`config.mk`:
```
export PLATFORM = sky130hd
export DESIGN_NAME = uart_tx_serializer_flat
export DESIGN_NICKNAME = d
export VERILOG_FILES = /design/src/rtl/uart_tx_serializer_if.sv /design/src/rtl/uart_tx_serializer.sv /design/src/flat_wrapper.sv
export SDC_FILE = /design/constraint.sdc
export NUM_CORES = 1
export LEC_CHECK = 0
export ABC_CLOCK_PERIOD_IN_PS = 2850
export CORE_MARGIN = 2
export CORE_UTILIZATION = 30
export DETAILED_ROUTE_END_ITERATION = 10
export GPL_ROUTABILITY_DRIVEN = 0
export PLACE_DENSITY_LB_ADDON = 0.3
export SLEW_MARGIN = 20
export SYNTH_ARGS = -nofsm -noshare
export SYNTH_HDL_FRONTEND = slang
export SYNTH_SLANG_ARGS = --single-unit
```
`constraint.sdc`:
```
create_clock -name clock -period 2.85 [get_ports clock]
set_input_delay 0.285 -clock clock [delete_from_list [all_inputs] [get_ports clock]]
set_output_delay 0.285 -clock clock [all_outputs]
set_load 0.005 [all_outputs]
```
`src/rtl/uart_tx_serializer_if.sv`:
```
// Upstream byte handshake into the UART transmitter's one-entry holding register.
interface uart_tx_serializer_if #(
  parameter int DATA_BITS = 8
);
  logic [DATA_BITS-1:0] in_data;
  logic                 in_valid;
  logic                 in_ready;

  modport master (output in_data, output in_valid, input in_ready);
  modport slave  (input in_data, input in_valid, output in_ready);
endinterface

```
`src/rtl/uart_tx_serializer.sv`:
```
// UART transmitter: one-entry holding register feeding a bit-timer FSM that
// frames each byte as start, LSB-first data and stop bits with no inter-frame gap.
module uart_tx_serializer #(
  parameter int CLKS_PER_BIT = 217,
  parameter int DATA_BITS    = 8,
  parameter int STOP_BITS    = 1
) (
  input  logic                 clock,
  input  logic                 reset,
  uart_tx_serializer_if.slave  s_in,
  output logic                 tx_out,
  output logic                 busy
);

  localparam int BAUD_W = (CLKS_PER_BIT > 1) ? $clog2(CLKS_PER_BIT) : 1;
  localparam int BIT_W  = $clog2(DATA_BITS + 1);

  localparam logic [BAUD_W-1:0] BAUD_LAST = BAUD_W'(CLKS_PER_BIT - 1);
  localparam logic [BIT_W-1:0]  DATA_LAST = BIT_W'(DATA_BITS - 1);
  localparam logic [BIT_W-1:0]  STOP_LAST = BIT_W'(STOP_BITS - 1);

  localparam logic [1:0] S_IDLE  = 2'd0;
  localparam logic [1:0] S_START = 2'd1;
  localparam logic [1:0] S_DATA  = 2'd2;
  localparam logic [1:0] S_STOP  = 2'd3;

  logic [1:0]           r_state;
  logic [BAUD_W-1:0]    r_baud;
  logic [BIT_W-1:0]     r_bit;
  logic [DATA_BITS-1:0] r_shift;
  logic [DATA_BITS-1:0] r_hold;
  logic                 r_hold_full;
  logic                 r_ready;
  logic                 r_tx;
  logic                 r_busy;

  logic [1:0]           w_state_n;
  logic [BAUD_W-1:0]    w_baud_n;
  logic [BIT_W-1:0]     w_bit_n;
  logic [DATA_BITS-1:0] w_shift_n;
  logic [DATA_BITS-1:0] w_hold_n;
  logic                 w_hold_full_n;
  logic                 w_tx_n;
  logic                 w_accept;
  logic                 w_load;
  logic                 w_baud_end;

  assign w_accept   = s_in.in_valid & r_ready;
  assign w_baud_end = (r_baud == BAUD_LAST);

  // tx_out is registered from the next-state line level, so the line changes
  // on the same edge as the state it belongs to.
  always_comb begin
    w_state_n = r_state;
    w_baud_n  = r_baud;
    w_bit_n   = r_bit;
    w_shift_n = r_shift;
    w_tx_n    = r_tx;
    w_load    = 1'b0;

    case (r_state)
      S_IDLE: begin
        w_tx_n = 1'b1;
        if (r_hold_full) begin
          w_load = 1'b1;
        end
      end
      S_START: begin
        if (w_baud_end) begin
          w_state_n = S_DATA;
          w_baud_n  = '0;
          w_bit_n   = '0;
          w_tx_n    = r_shift[0];
        end else begin
          w_baud_n = r_baud + 1'b1;
        end
      end
      S_DATA: begin
        if (w_baud_end) begin
          w_baud_n = '0;
          if (r_bit == DATA_LAST) begin
            w_state_n = S_STOP;
            w_bit_n   = '0;
            w_tx_n    = 1'b1;
          end else begin
            w_shift_n = {1'b0, r_shift[DATA_BITS-1:1]};
            w_bit_n   = r_bit + 1'b1;
            w_tx_n    = r_shift[1];
          end
        end else begin
          w_baud_n = r_baud + 1'b1;
        end
      end
      default: begin
        // Stop bits reuse the bit counter to count STOP_BITS baud periods.
        if (w_baud_end) begin
          w_baud_n = '0;
          if (r_bit == STOP_LAST) begin
            w_bit_n = '0;
            if (r_hold_full) begin
              w_load = 1'b1;
            end else begin
              w_state_n = S_IDLE;
              w_tx_n    = 1'b1;
            end
          end else begin
            w_bit_n = r_bit + 1'b1;
          end
        end else begin
          w_baud_n = r_baud + 1'b1;
        end
      end
    endcase

    if (w_load) begin
      w_state_n = S_START;
      w_shift_n = r_hold;
      w_baud_n  = '0;
      w_bit_n   = '0;
      w_tx_n    = 1'b0;
    end
  end

  always_comb begin
    w_hold_n      = r_hold;
    w_hold_full_n = r_hold_full;
    if (w_load) begin
      w_hold_full_n = 1'b0;
    end else if (w_accept) begin
      w_hold_full_n = 1'b1;
      w_hold_n      = s_in.in_data;
    end
  end

  always_ff @(posedge clock or posedge reset) begin
    if (reset) begin
      r_state     <= S_IDLE;
      r_baud      <= '0;
      r_bit       <= '0;
      r_shift     <= '0;
      r_hold      <= '0;
      r_hold_full <= 1'b0;
      r_ready     <= 1'b1;
      r_tx        <= 1'b1;
      r_busy      <= 1'b0;
    end else begin
      r_state     <= w_state_n;
      r_baud      <= w_baud_n;
      r_bit       <= w_bit_n;
      r_shift     <= w_shift_n;
      r_hold      <= w_hold_n;
      r_hold_full <= w_hold_full_n;
      r_ready     <= ~w_hold_full_n;
      r_tx        <= w_tx_n;
      r_busy      <= (w_state_n != S_IDLE) | w_hold_full_n;
    end
  end

  assign s_in.in_ready = r_ready;
  assign tx_out        = r_tx;
  assign busy          = r_busy;

endmodule

```
`src/flat_wrapper.sv`:
```
// flat-port wrapper written by rule: the top's interface ports become plain ports
module uart_tx_serializer_flat 
#(
  parameter int CLKS_PER_BIT = 217,
  parameter int DATA_BITS    = 8,
  parameter int STOP_BITS    = 1
)
  (clock, reset, tx_out, busy, s_in_in_data, s_in_in_valid, s_in_in_ready);
  uart_tx_serializer_if #(.DATA_BITS(DATA_BITS)) s_in_i ();
  input  logic clock;
  input  logic reset;
  output logic tx_out;
  output logic busy;
  input wire logic [$bits(s_in_i.in_data)-1:0] s_in_in_data;
  input wire logic [$bits(s_in_i.in_valid)-1:0] s_in_in_valid;
  output wire logic [$bits(s_in_i.in_ready)-1:0] s_in_in_ready;
  assign s_in_i.in_data = s_in_in_data;
  assign s_in_i.in_valid = s_in_in_valid;
  assign s_in_in_ready = s_in_i.in_ready;
  uart_tx_serializer #(.CLKS_PER_BIT(CLKS_PER_BIT), .DATA_BITS(DATA_BITS), .STOP_BITS(STOP_BITS)) u_core (.clock(clock), .reset(reset), .s_in(s_in_i), .tx_out(tx_out), .busy(busy));
endmodule
```
==> impl_metrics.tcl <==
set metrics [dict create \
    yosys_warnings 0 \
    synth_edf_count 0 \
    cts-root-buf "clkbuf_8" \
    place_inst 255 \
    crit_start "u_core.r_state[0]" \
    areaGrowthSynthToFinish_pct 18.5 \
    ys_ff_latch 34 \
    layout_min_cycle_time_ps 2360 \
    hold_violations 0 \
    crit_arrival_ps 2530 \
    antenna_cells 0 \
    finalSetupViolCount 0 \
    die_width_um 82.3 \
    async_reset_ff_share_pct 100 \
    synth_top_cell_area_share_pct 43.5 \
    cp_common_cell "inv_1" \
    die_area_um2 6780 \
    cts_inserted_buffers 5 \
    cts.htree.levels 2 \
    wl_per_cell_um 14.0 \
    grt_pass1_vias 1362 \
    ys_seq_area_share_pct 46.4 \
    start_util_pct 31.1 \
    fmax_ghz 0.424 \
    ant_nets 0 \
    drc 0 \
    cts_tree "yes" \
    die_h_um 82.3 \
    syn_avg_cell_area_um2 10.8 \
    ir_drop_mv 0.329 \
    dpl_cell_area_um2 2040 \
    seq_area_um2 853 \
    final_cell_count_no_fill 263 \
    cts_sinks 34 \
    ctsHoldBuffers 0 \
    worstReg2RegStart "u_core.r_state[0]" \
    final_net_count 207 \
    crit_type "register to register" \
    grt_remaining_overflow 0 \
    synth_nets 191 \
    slew_violations 0 \
    viasPerCell 5.14 \
    end_kind "register" \
    clkLatencyLatePin_ps 290 \
    yosysTopAreaCell "dfrtp_1" \
    grt_max_degree 25 \
    synth_area_leaders "dfrtp_1 (44%), mux2_4 (6.5%), ha_1 (6.1%)" \
    grt_use_total_pct 12.3 \
    cp_cell_sequence "inv_1, ha_1, inv_1, or3_4, o21a_4, and3_4, mux2_4" \
    slowest_stage "dfrtp_1" \
    power_w 0.00201 \
    syn_inst 171 \
    drt_iter0_drc 41 \
    drt-pass1-iter-count 4 \
    p_leak_nw 0.981 \
    drv_cap 0 \
    fillers 585 \
    ios 14 \
    cts_setup_buffers 0 \
    coreArea_um2 5920 \
    grt_first_pass_wirelength_mm 6.29 \
    ctsResizeCount 0 \
    cp_max_fo 12 \
    rsz0062_at_grt "false" \
    final.period_utilization_pct 82.7 \
    cp-start-kind "register" \
    rows 28 \
    powerDensity_nw_per_um2 921 \
    netlist_area_um2 1840 \
    hold_path.class "input port to async pin" \
    status "finished clean" \
    multi_input_area_um2 921 \
    path_clk_slew_ps 70 \
    port_buffers 13 \
    cts_buffer_depth 2 \
    wl_mm 3.69 \
    routed-via-count 1351 \
    relSlewSlack_pct 49.9 \
    finalClockSkew_ps 7.81 \
    crit_required_ps 3020 \
    setup-tns-final_ps 0 \
    worstMarginPinSlew_ps 751 \
    netlist-cell-type-count 49 \
    synth_flop_cell "dfrtp_1" \
    final_area_um2 2180 \
    drive_gt1_share_pct 14.9 \
    dp_hpwl_mm 2.66 \
    antenna_found_initial 0 \
    max_stage_delay_ps 430 \
]
-- logic make-up after synthesis --
kind of cell	synth area share [%]
AO/OA/AOI/OAI	16.5
XOR/XNOR	0.952
adder cells (fa/ha/maj)	6.12
buffers and inverters	3.60
flip-flops	46.4
multiplexers	10.9
AND/OR/NAND/NOR	15.5
-- flip-flops by register name (all words and copies together), names as in the netlist --
register / flops
u_core.r_baud: 8
u_core.s_in.in_ready: 1
u_core.r_hold_full: 1
u_core.r_hold: 8
u_core.r_state: 2
u_core.r_bit: 4
u_core.tx_out: 1
u_core.busy: 1
u_core.r_shift: 8
-- layout by cell type (no fill, tap or decap), types with 2 or more instances in the layout --
| master | instances |
|---|---|
| xnor2_1 | 2 |
| dfstp_2 | 2 |
| ha_1 | 9 |
| clkdlybuf4s50_1 | 13 |
| dfrtp_1 | 32 |
| nor2_1 | 5 |
| a22o_1 | 3 |
| nand3_1 | 9 |
| o31ai_1 | 2 |
| o211a_1 | 2 |
| mux2i_1 | 7 |
| o311ai_0 | 2 |
| inv_1 | 10 |
| nor3_1 | 2 |
| clkbuf_8 | 5 |
| bufinv_16 | 2 |
| and3b_1 | 2 |
| a21oi_1 | 2 |
| nand3b_1 | 2 |
| mux2_4 | 8 |
| o21ai_1 | 3 |
| nand4_1 | 3 |
| o21ai_0 | 18 |
| nand2_1 | 16 |
-- worst max-delay path: cells and delay by family, from the launching register on --
family,cells,cell delay [ps]
AO/OA/AOI/OAI,1,170
adder cells (fa/ha/maj),1,410
buffers and inverters,2,250
flip-flops,1,430
multiplexers,1,300
AND/OR/NAND/NOR,2,680
-- cell type report --
type                       instances  area share [%]
multi-input combinational        122            42.2
timing repair buffer              14            6.31
clock inverter                     3            3.16
inverter                          10            1.72
sequential                        34            39.1
tap                               75            4.30
clock buffer                       5            3.16
-- power by group --
group          total [W]  switching [W]  internal (W)  leakage (nW)
Combinational   0.000675       0.000332      0.000343         0.487
Clock           0.000537       0.000187      0.000350        0.0683
Sequential      0.000797       0.000133      0.000664         0.425
Total            0.00201       0.000651       0.00136         0.981
-- per-stage QoR --
stage / worst slack (ps) / hold WS (ps) / utilization, %
after CTS: 511 / 289 / 36.8
after floorplan: 850 / 425 / -
final: 493 / 288 / 36.8
after global routing: 371 / 348 / 36.8
after detailed placement: 524 / 473 / 34.5
after global placement: 581 / 477 / 34.5
-- synth_stat cells, drive strengths merged, types with 2 or more instances --
cell     n
dfrtp   32
o21ai   22
nand2   16
inv     10
ha       9
mux2     9
nand3    9
mux2i    7
nor2     5
a22o     3
buf      3
nand4    3
o311ai   3
a21oi    2
and3     2
and3b    2
clkbuf   2
dfstp    2
nand3b   2
nor3     2
o211a    2
o31ai    2
or3      2
xnor2    2
-- final timing paths --
check | endpoint | slack, ps | depth (start not counted)
max | u_core.r_hold[6] | 490 | 7
min reg2reg | u_core.r_shift[5] | 500 | 2
min | u_core.r_hold_full | 290 | 2
max reg2reg | u_core.r_hold[6] | 490 | 7
min in group clock | u_core.r_shift[5] | 500 | 2
max in group asynchronous | u_core.tx_out | 1840 | 3
-- metal layers --
layer	vias to the layer above	GRT usage, %	routed length [um]
met2	24	19.4	1690
met3	6	2.39	110
li1	664	-	-
met5	-	0	0
met1	657	16.3	1810
met4	0	6.00	72
(Power assumes the default switching activity.)
